## src/rtl/trng_entropy_collector_if.sv

```systemverilog
// Word/block handshake bundle between the entropy source, the collector and the mixer.
// The master modport is the collector side; the slave modport is the source/mixer side.
interface trng_entropy_collector_if #(
   parameter int NUM_WORDS = 16
);
   logic                      src_syn;
   logic [31:0]               src_data;
   logic                      src_ack;
   logic                      block_valid;
   logic [NUM_WORDS*32-1:0]   block;
   logic                      block_ack;

   modport master (
      input  src_syn,
      input  src_data,
      input  block_ack,
      output src_ack,
      output block_valid,
      output block
   );

   modport slave (
      output src_syn,
      output src_data,
      output block_ack,
      input  src_ack,
      input  block_valid,
      input  block
   );
endinterface

```

## src/rtl/trng_entropy_collector.sv

```systemverilog
// Packs 32-bit entropy words into NUM_WORDS-word blocks for the mixer.
// Define TRNG_ENTROPY_COLLECTOR_RCT_EN to add the repetition-count health test.
module trng_entropy_collector #(
   parameter int NUM_WORDS = 16,
   parameter int RCT_LIMIT = 4
) (
   input  logic clk,
   input  logic reset_n,
   input  logic enable,
   output logic busy,
   output logic rct_error,
   trng_entropy_collector_if.master bus
);

   localparam int CW = (NUM_WORDS > 1) ? $clog2(NUM_WORDS) : 1;
   localparam int BW = NUM_WORDS * 32;
   localparam logic [CW-1:0] LAST_IDX = CW'(NUM_WORDS - 1);

   typedef enum logic [1:0] {
      IDLE,
      COLLECT,
`ifdef TRNG_ENTROPY_COLLECTOR_RCT_EN
      FULL,
      ERROR
`else
      FULL
`endif
   } state_t;

   state_t          state;
   logic [CW-1:0]   word_ctr;
   logic            ack_r;
   logic            valid_r;
   logic [BW-1:0]   block_r;
   logic            capture;

   // A word is only taken when the previous acknowledge has already dropped.
   assign capture = (state == COLLECT) && bus.src_syn && !ack_r;

   assign bus.src_ack     = ack_r;
   assign bus.block_valid = valid_r;
   assign bus.block       = block_r;

`ifdef TRNG_ENTROPY_COLLECTOR_RCT_EN
   localparam logic [7:0] RCT_LIM = 8'(RCT_LIMIT);

   logic [31:0] prev_word;
   logic [7:0]  rct_ctr;
   logic [7:0]  rct_next;
   logic        rct_trip;
   logic        rct_err_r;

   always_comb begin
      rct_next = ((bus.src_data == prev_word) && (rct_ctr != 8'd0)) ? rct_ctr + 8'd1 : 8'd1;
      rct_trip = capture && (rct_next == RCT_LIM);
   end

   assign rct_error = rct_err_r;
`else
   assign rct_error = 1'b0;
`endif

   // Dropping enable wins over everything, including a same-cycle block_ack.
   always_ff @(posedge clk or negedge reset_n) begin
      if (!reset_n) begin
         state    <= IDLE;
         busy     <= 1'b0;
         word_ctr <= '0;
         ack_r    <= 1'b0;
         valid_r  <= 1'b0;
         block_r  <= '0;
`ifdef TRNG_ENTROPY_COLLECTOR_RCT_EN
         prev_word <= '0;
         rct_ctr   <= '0;
         rct_err_r <= 1'b0;
`endif
      end else if (!enable) begin
         state    <= IDLE;
         busy     <= 1'b0;
         word_ctr <= '0;
         ack_r    <= 1'b0;
         valid_r  <= 1'b0;
         block_r  <= '0;
`ifdef TRNG_ENTROPY_COLLECTOR_RCT_EN
         prev_word <= '0;
         rct_ctr   <= '0;
         rct_err_r <= 1'b0;
`endif
      end else begin
         ack_r <= capture;
         case (state)
            IDLE: begin
               state    <= COLLECT;
               busy     <= 1'b1;
               word_ctr <= '0;
            end
            COLLECT: begin
               if (capture) begin
                  block_r <= {block_r[BW-33:0], bus.src_data};
                  if (word_ctr == LAST_IDX) begin
                     state    <= FULL;
                     valid_r  <= 1'b1;
                     word_ctr <= '0;
                  end else begin
                     word_ctr <= word_ctr + 1'b1;
                  end
`ifdef TRNG_ENTROPY_COLLECTOR_RCT_EN
                  prev_word <= bus.src_data;
                  rct_ctr   <= rct_next;
                  // A stuck source overrides block completion and wipes the partial block.
                  if (rct_trip) begin
                     state     <= ERROR;
                     busy      <= 1'b0;
                     valid_r   <= 1'b0;
                     word_ctr  <= '0;
                     block_r   <= '0;
                     rct_err_r <= 1'b1;
                  end
`endif
               end
            end
            FULL: begin
               if (bus.block_ack) begin
                  state   <= COLLECT;
                  valid_r <= 1'b0;
               end
            end
`ifdef TRNG_ENTROPY_COLLECTOR_RCT_EN
            ERROR: begin
               busy    <= 1'b0;
               valid_r <= 1'b0;
            end
`endif
            default: begin
               state <= IDLE;
               busy  <= 1'b0;
            end
         endcase
      end
   end

endmodule

```

## src/flat_wrapper.sv

```systemverilog
// flat-port wrapper written by rule: the top's interface ports become plain ports
module trng_entropy_collector_flat 
#(
   parameter int NUM_WORDS = 16,
   parameter int RCT_LIMIT = 4
)
  (clk, reset_n, enable, busy, rct_error, bus_src_syn, bus_src_data, bus_block_ack, bus_src_ack, bus_block_valid, bus_block);
  trng_entropy_collector_if #(.NUM_WORDS(NUM_WORDS)) bus_i ();
  input  logic clk;
  input  logic reset_n;
  input  logic enable;
  output logic busy;
  output logic rct_error;
  input wire logic [$bits(bus_i.src_syn)-1:0] bus_src_syn;
  input wire logic [$bits(bus_i.src_data)-1:0] bus_src_data;
  input wire logic [$bits(bus_i.block_ack)-1:0] bus_block_ack;
  output wire logic [$bits(bus_i.src_ack)-1:0] bus_src_ack;
  output wire logic [$bits(bus_i.block_valid)-1:0] bus_block_valid;
  output wire logic [$bits(bus_i.block)-1:0] bus_block;
  assign bus_i.src_syn = bus_src_syn;
  assign bus_i.src_data = bus_src_data;
  assign bus_i.block_ack = bus_block_ack;
  assign bus_src_ack = bus_i.src_ack;
  assign bus_block_valid = bus_i.block_valid;
  assign bus_block = bus_i.block;
  trng_entropy_collector #(.NUM_WORDS(NUM_WORDS), .RCT_LIMIT(RCT_LIMIT)) u_core (.clk(clk), .reset_n(reset_n), .enable(enable), .busy(busy), .rct_error(rct_error), .bus(bus_i));
endmodule
```

## config.mk

```make
export PLATFORM = sky130hd
export DESIGN_NAME = trng_entropy_collector_flat
export DESIGN_NICKNAME = d
export VERILOG_FILES = /design/src/rtl/trng_entropy_collector_if.sv /design/src/rtl/trng_entropy_collector.sv /design/src/flat_wrapper.sv
export SDC_FILE = /design/constraint.sdc
export NUM_CORES = 1
export LEC_CHECK = 0
export ABC_AREA = 1
export BUFFER_PORTS_ARGS = -buffer_cell sky130_fd_sc_hd__buf_2
export CORE_AREA = 5 5 213 215
export CTS_BUF_LIST = sky130_fd_sc_hd__clkbuf_2 sky130_fd_sc_hd__clkbuf_4 sky130_fd_sc_hd__clkbuf_8
export CTS_CLUSTER_SIZE = 8
export DETAILED_ROUTE_END_ITERATION = 6
export DIE_AREA = 0 0 218 220
export PLACE_DENSITY = 0.78
export SYNTH_ARGS = -nofsm -noshare
export SYNTH_HDL_FRONTEND = slang
export SYNTH_SLANG_ARGS = --single-unit
```

## constraint.sdc

```tcl
create_clock -name clk -period 4.7 [get_ports clk]
set_clock_uncertainty 0.2 [all_clocks]
set_input_delay 0.94 -clock clk [delete_from_list [all_inputs] [get_ports clk]]
set_output_delay 0.94 -clock clk [all_outputs]
set_load 0.005 [all_outputs]
```

==> results of run 1 <==
[per-stage QoR]
step           area (um2)  setup slack (ns)  power [mW]
3_5_place_dp        22400             0.845        5.58
4_1_cts             24200              1.05        9.70
3_3_place_gp        22400             0.973        5.56
2_1_floorplan       19100              2.66        5.27
6_report            24200             0.951        9.61
5_1_grt             24200             0.732        10.0
[report_power, final]
group          internal (mW)  switching [mW]
combinational          0.232           0.684
clock                   2.33            1.75
sequential              4.56          0.0462
[metal layers]
| layer | part of all wire [%] | vias up |
|---|---|---|
| met5 | 0 | - |
| met2 | 50 | 617 |
| met3 | 7.4 | 124 |
| li1 | - | 6926 |
| met1 | 39 | 7673 |
| met4 | 3.5 | 0 |
[sequential cells by signal, indices dropped and copies added (netlist names)]
signal	cells
u_core.state	2
u_core.bus.src_ack	1
u_core.bus.block_valid	1
u_core.bus.block	512
u_core.word_ctr	4
u_core.busy	1
[cell type report]
class | count | area [um2]
Tap cell | 592 | 741
Inverter | 494 | 1850
Sequential cell | 521 | 13000
Timing Repair Buffer | 577 | 3100
Fill cell | 3737 | 19300
Clock buffer | 142 | 1750
Multi-Input combinational cell | 626 | 3670
Antenna cell | 1 | 2.50
Clock inverter | 7 | 47.5
[cell usage in the layout (no fill, tap or decap), drive strengths merged]
cell / synthesis / layout
a21oi: 2 / 2
buf: 76 / 577
clkbuf: 41 / 142
clkinv: 0 / 3
clkinvlp: 0 / 2
conb: 1 / 1
dfrtp: 521 / 521
diode: 0 / 1
ha: 4 / 4
inv: 494 / 496
nand2: 50 / 50
nand3: 38 / 38
nand4: 2 / 2
nor2: 7 / 7
o21ai: 73 / 73
o22ai: 448 / 448
or2: 1 / 1
[worst register-to-register path, stage by stage, from the launching register on]
cell and delay (ns):
sky130_fd_sc_hd__dfrtp_1 0.41, sky130_fd_sc_hd__inv_1 0.09, sky130_fd_sc_hd__ha_1 0.28, sky130_fd_sc_hd__nand3_2 0.82, sky130_fd_sc_hd__nand2_4 1.05, sky130_fd_sc_hd__buf_4 0.56
sky130_fd_sc_hd__o22ai_1 0.18
[logic make-up (layout without fill, tap and decap cells)]
| logic type | Yosys count | in the layout | synth area share (%) |
|---|---|---|---|
| buffers and inverters | 611 | 1220 | 12.7 |
| AND/OR/NAND/NOR | 98 | 98 | 2.24 |
| flip-flops | 521 | 521 | 68.2 |
| adder cells (fa/ha/maj) | 4 | 4 | 0.262 |
| AO/OA/AOI/OAI | 523 | 523 | 16.6 |
| other | 1 | 2 | 0.0196 |
[path summary, 6_finish.rpt]
kind,startpoint,end,slack [ns],cells after the start
setup / recovery,u_core.state[1]$_DFFE_PN0P_,u_core.bus.block[479]$_DFFE_PN0P_,0.95,6
hold / removal,reset_n,u_core.bus.block[126]$_DFFE_PN0P_,0.17,1
setup reg to reg,u_core.state[1]$_DFFE_PN0P_,u_core.bus.block[479]$_DFFE_PN0P_,0.95,6
hold reg to reg,u_core.bus.block[493]$_DFFE_PN0P_,u_core.bus.block[493]$_DFFE_PN0P_,0.32,2
max in group asynchronous,reset_n,u_core.bus.block[196]$_DFFE_PN0P_,3.15,2
min in group clk,bus_src_data[29],u_core.bus.block[29]$_DFFE_PN0P_,0.30,3
==> results.sh, run 1 <==
export IMPL_drive_above_1_share_pct=30.8
export IMPL_postCtsSetupRepairBufs=0
export IMPL_detailedPlacementHpwl_mm=41.7
export IMPL_antenna_violations_before_repair=0
export IMPL_cts_tree="built"
export IMPL_cp_top_family="simple AND/OR/NAND/NOR gates"
export IMPL_synth_seq_area_share_pct=68.2
export IMPL_initial_core_util_pct=43.9
export IMPL_fin_hold_ws_ns=0.168
export IMPL_synthesis_nets=1799
export IMPL_detailroute_via_count=15300
export IMPL_synth_ff_type="sky130_fd_sc_hd__dfrtp_1"
export IMPL_crit_slowest_cell="sky130_fd_sc_hd__nand2_4"
export IMPL_postLayoutCoreUtil_pct=55.6
export IMPL_yosys_area_top_type_share_pct=68.2
export IMPL_totalNegativeSetupSlack_ns=0
export IMPL_layout_area_overhead_vs_synth_pct=26.6
export IMPL_dieArea_um2=48000
export IMPL_post_drt_via_cell_ratio=5.18
export IMPL_timing_critical_path_slowest_cell_delay_ns=1.04
export IMPL_timing_final_crit_share_pct=79.8
export IMPL_tightest_slew_ns=1.03
export IMPL_slew_headroom_pct=31.4
export IMPL_met3_usage_pct=6.26
export IMPL_htree_levels=3
export IMPL_critPathMaxFanout=64
export IMPL_outcome="finished, violations left"
export IMPL_ioPinCount=553
export IMPL_report_final_hold_viol_count=0
export IMPL_cts_resized=0
export IMPL_hold_buffers=0
export IMPL_global_route_usage_total_pct=23.4
export IMPL_synth_seq_cells=521
export IMPL_syn_inst=1758
export IMPL_worst_endpoint_required_ns=4.99
export IMPL_grt_pass1_vias=15400
export IMPL_avgSynthCellArea_um2=10.9
export IMPL_synth_warnings=0
export IMPL_number_of_endpoints_failing_setup_at_the_final_stage=0
export IMPL_rsz0062_at_grt="no"
export IMPL_gp_routability_congestion=0.874
export IMPL_buffer_ports_inserted=551
export IMPL_ir_drop_mv=0.247
export IMPL_post_synth_top_area_cell="sky130_fd_sc_hd__dfrtp_1"
export IMPL_async_reset_ff_share_pct=100
export IMPL_synth_most_common_cell="sky130_fd_sc_hd__dfrtp_1"
export IMPL_globalRouteOverflowTotal=0
export IMPL_cp_num_buf_inv=2
export IMPL_final_min_clock_period_ns=3.75
export IMPL_failing_checks="design-rule violations"
export IMPL_postRouteWirelength_mm=58.3
export IMPL_grtUsageMet2_pct=39.1
export IMPL_dpl_cell_count=2810
export IMPL_criticalPathCategory="register to register"
export IMPL_synth_edf_count=0
export IMPL_die_height_um=220
export IMPL_worst_ep_arrival_time_ns=4.04
export IMPL_numClockSinks=521
export IMPL_drv_cap=0
export IMPL_die_x_um=218
export IMPL_hold_path_class="input port to asynchronous set/reset pin"
export IMPL_globalRouteMet1Util_pct=28.8
export IMPL_floorplan_rows=77
export IMPL_tritoncts_num_buffers=85
export IMPL_grt_max_degree=165
export IMPL_clk_root_buffer_cell="sky130_fd_sc_hd__clkbuf_8"
export IMPL_synth_commonest_cells="sky130_fd_sc_hd__dfrtp_1 (521), sky130_fd_sc_hd__inv_1 (493), sky130_fd_sc_hd__o22ai_1 (448)"
export IMPL_endpoint_kind="register"
export IMPL_antenna_left=0
export IMPL_firstDrtPassIters=7
export IMPL_ys_types=20
export IMPL_grt_busiest_layer="met2"
export IMPL_post_route_drc_count=5
export IMPL_syn_cell_area_um2=19100
export IMPL_global_route_wire_length_before_repair_mm=87.9
export IMPL_power_density_cell_area_nw_per_um2=397
export IMPL_detail_route_iter0_violations=1358
export IMPL_core_footprint_um2=43500
export IMPL_clockBufferDepth=3
export IMPL_worstPathCellList="inv_1 > ha_1 > nand3_2 > nand2_4 > buf_4 > o22ai_1"
export IMPL_ys_top_cells_by_area="sky130_fd_sc_hd__dfrtp_1 (68%), sky130_fd_sc_hd__o22ai_1 (15%), sky130_fd_sc_hd__inv_1 (9.7%)"
export IMPL_clock_latency_ns=0.65
export IMPL_p_leak_nw=12.3
export IMPL_instances_no_fill=2960
export IMPL_slew_violations=0
export IMPL_max_freq_mhz=267
export IMPL_cts_reportedPaths_clkPinSlew_ns=0.06
export IMPL_startpoint_type="register"
export IMPL_route_detailed_wl_per_inst_um=19.7
export IMPL_layout_nets=2346
Power figures use the tool's default switching activity.
==> run 2, diff against run 1 <==
- ABC_AREA: 1 -> 0
- CORE_AREA: 5 5 213 215 -> 5 5 210 212
- DIE_AREA: 0 0 218 220 -> 0 0 215 217
- clock period: 4.7 -> 3.7 ns (I/O delays scaled with it)
==> run 2 against run 1 <==
- the flow now finishes without violations
- combinational power grew 16%
- via count down 11%
- synthesized area shrank 3.4%
- critical path type unchanged
- largest cell class unchanged
==> results.sh, run 2 <==
export IMPL_outcome="finished, final reports clean"
export IMPL_tritoncts_num_buffers=85
export IMPL_synth_ff_type="sky130_fd_sc_hd__dfrtp_1"
export IMPL_reg2reg_depth=7
export IMPL_synth_commonest_cells="sky130_fd_sc_hd__dfrtp_1 (521), sky130_fd_sc_hd__a22o_1 (512), sky130_fd_sc_hd__buf_2 (88)"
export IMPL_clock_latency_ns=0.64
export IMPL_floorplan_rows=75
export IMPL_ys_top_cells_by_area="sky130_fd_sc_hd__dfrtp_1 (71%), sky130_fd_sc_hd__a22o_1 (24%), sky130_fd_sc_hd__buf_2 (2.4%)"
export IMPL_post_route_drc_count=0
export IMPL_route_detailed_wl_per_inst_um=22.5
export IMPL_setup_slack_ns=1.03
export IMPL_detailroute_via_count=13600
export IMPL_drive_above_1_share_pct=40.5
export IMPL_hold_path_startpoint="bus_src_data[20]"
export IMPL_multiInputGateArea_um2=4790
export IMPL_timing_final_crit_share_pct=72.1
export IMPL_most_common_library_cell_in_the_layout_ignoring_fill_and_taps="sky130_fd_sc_hd__buf_2"
export IMPL_rsz0062_at_grt="no"
export IMPL_ioPinCount=553
export IMPL_report_final_hold_viol_count=0
export IMPL_final_min_clock_period_ns=2.67
export IMPL_worst_endpoint_required_ns=4.06
export IMPL_p_seq_share_pct=48.9
export IMPL_power_clock_fraction_pct=42.2
export IMPL_postLayoutCoreUtil_pct=56.1
export IMPL_antenna_violations_before_repair=2
export IMPL_globalRouteOverflowTotal=0
export IMPL_min_delay_path_depth=2
export IMPL_htree_levels=3
export IMPL_global_route_usage_total_pct=21.9
export IMPL_slew_violations=0
export IMPL_grt_pass1_vias=13200
export IMPL_hold_path_endpoint="u_core.bus.block[20]$_DFFE_PN0P_"
export IMPL_crit_slowest_cell="sky130_fd_sc_hd__dfrtp_1"
export IMPL_yosys_area_top_type_share_pct=70.6
export IMPL_synth_edf_count=0
export IMPL_syn_cell_area_um2=18500
export IMPL_synth_warnings=0
export IMPL_totalNegativeSetupSlack_ns=0
export IMPL_layout_area_overhead_vs_synth_pct=26.8
export IMPL_dieArea_um2=46700
export IMPL_detail_route_iter0_violations=1561
export IMPL_tightest_slew_ns=0.545
export IMPL_ir_drop_mv=0.368
export IMPL_endpoint_kind="register"
export IMPL_comb_power_share_pct=8.9
export IMPL_p_leak_nw=13.1
export IMPL_startpoint_type="register"
export IMPL_fin_hold_ws_ns=0.122
export IMPL_synth_seq_area_share_pct=70.6
export IMPL_grt_max_degree=121
export IMPL_cp_top_family="buffers and inverters"
export IMPL_postCtsSetupRepairBufs=0
export IMPL_post_synth_top_area_cell="sky130_fd_sc_hd__dfrtp_1"
export IMPL_global_route_wire_length_before_repair_mm=82.0
export IMPL_synthesis_nets=1235
export IMPL_r2r_start="u_core.state[1]$_DFFE_PN0P_"
export IMPL_synth_seq_cells=521
export IMPL_mostFrequentLayoutCells="sky130_fd_sc_hd__buf_2 (550), sky130_fd_sc_hd__dfrtp_1 (521), sky130_fd_sc_hd__a22o_1 (512)"
export IMPL_avgSynthCellArea_um2=15.5
export IMPL_detailedPlace_worstSlack_ns=1.14
export IMPL_post_drt_via_cell_ratio=5.79
export IMPL_worst_ep_arrival_time_ns=3.02
export IMPL_slew_headroom_pct=63.6
export IMPL_power_density_cell_area_nw_per_um2=511
export IMPL_die_height_um=217
export IMPL_buffer_ports_inserted=551
export IMPL_criticalPathCategory="register to register"
export IMPL_firstDrtPassIters=5
export IMPL_timing_critical_path_slowest_cell_delay_ns=0.45
export IMPL_fillers=3288
export IMPL_clk_root_buffer_cell="sky130_fd_sc_hd__clkbuf_8"
export IMPL_p_sw_share_pct=25.4
export IMPL_switchingPower_mw=3.04
export IMPL_gp_routability_congestion=0.895
export IMPL_cts_reportedPaths_clkPinSlew_ns=0.06
export IMPL_syn_inst=1194
export IMPL_hold_path_class="input port to register"
export IMPL_worstPathCellList="inv_1 > ha_1 > nand2_2 > nor2_4 > buf_12 > buf_12 > a22o_1"
export IMPL_initial_core_util_pct=44.2
export IMPL_largest_reg_flops=512
export IMPL_max_freq_mhz=375
export IMPL_clockBufferDepth=3
export IMPL_drv_cap=0
export IMPL_critical_path_most_common_cell="sky130_fd_sc_hd__buf_12"
export IMPL_power_internal_mw=8.91
export IMPL_numClockSinks=521
export IMPL_die_x_um=215
export IMPL_layout_nets=1788
export IMPL_postRouteWirelength_mm=52.7
export IMPL_reg2reg_to="u_core.bus.block[34]$_DFFE_PN0P_"
export IMPL_antenna_left=0
export IMPL_cts_tree="built"
export IMPL_synth_most_common_cell="sky130_fd_sc_hd__dfrtp_1"
export IMPL_detailedPlacementHpwl_mm=36.4
export IMPL_cp_num_buf_inv=3
export IMPL_timing_reg2reg_setup_slack_ns=1.03
export IMPL_critPathMaxFanout=113
export IMPL_layout_area_seq_um2=13000
export IMPL_number_of_endpoints_failing_setup_at_the_final_stage=0
export IMPL_ys_types=36
export IMPL_async_reset_ff_share_pct=100
export IMPL_core_footprint_um2=41800
## run 2: per-layer routing
layer / GRT usage (%) / routed length [um] / share of wire, % / up-vias
met5: 0 / 0 / 0 / -
met2: 32.4 / 24100 / 46 / 777
met1: 30.9 / 22000 / 42 / 6921
met4: 7.28 / 1340 / 2.6 / 0
met3: 7.34 / 5250 / 10 / 99
li1: - / - / - / 5786
## run 2: layout make-up
type,instances,area share [%]
well taps,539,2.88
repair buffers,582,13.5
inverters,3,0.0481
multi-input cells,554,20.4
clock buffers,134,7.00
diodes,1,0.0107
flip-flops and latches,521,55.7
clock inverters,10,0.406
## run 2: power by group through the flow
stage / registers (mW) / logic, mW / clock network (mW)
final: 5.85 / 1.06 / 5.04
after global routing: 5.85 / 1.16 / 5.44
after CTS: 5.85 / 1.06 / 5.15
after detailed placement: 5.94 / 1.05 / 0
after global placement: 5.94 / 1.03 / 0
after floorplan: 5.94 / 0.714 / 0
## run 2: kinds of logic (layout without fill, tap and decap cells)
| family | Yosys count | in the layout | synth area share (%) |
|---|---|---|---|
| other | 1 | 2 | 0.0203 |
| adders and majority gates | 4 | 4 | 0.271 |
| AOI/OAI and AO/OA | 525 | 525 | 24.9 |
| buffers and inverters | 119 | 729 | 3.44 |
| and+or+nand+nor | 22 | 22 | 0.664 |
| muxes | 2 | 2 | 0.108 |
| DFF | 521 | 521 | 70.6 |
## run 2: worst max-delay path by stage
stage | start | slack (ns) | depth (start not counted) | end
floorplan | enable | 1.75 | 6 | u_core.bus.block[375]$_DFFE_PN0P_
global placement | bus_src_syn | 1.20 | 6 | u_core.bus.block[99]$_DFFE_PN0P_
detailed placement | u_core.state[1]$_DFFE_PN0P_ | 1.14 | 7 | u_core.bus.block[159]$_DFFE_PN0P_
CTS | u_core.state[1]$_DFFE_PN0P_ | 1.10 | 7 | u_core.bus.block[34]$_DFFE_PN0P_
global route | u_core.state[1]$_DFFE_PN0P_ | 0.91 | 7 | u_core.bus.block[34]$_DFFE_PN0P_
finish | u_core.state[1]$_DFFE_PN0P_ | 1.03 | 7 | u_core.bus.block[34]$_DFFE_PN0P_
## run 2: per-stage QoR
stage / std cells / power, mW / cell area [um2]
final: 2344 / 12.0 / 23400
after global routing: 2343 / 12.5 / 23400
after CTS: 2343 / 12.1 / 23400
after detailed placement: 2198 / 7.00 / 21700
after global placement: 2198 / 6.97 / 21700
after floorplan: 1194 / 6.65 / 18500
## run 2: repair_timing
item | 4_1_cts | 5_1_grt
hold endpoints to repair | 46 | 0
hold buffers | 1 | 0
resized for setup | 0 | 0
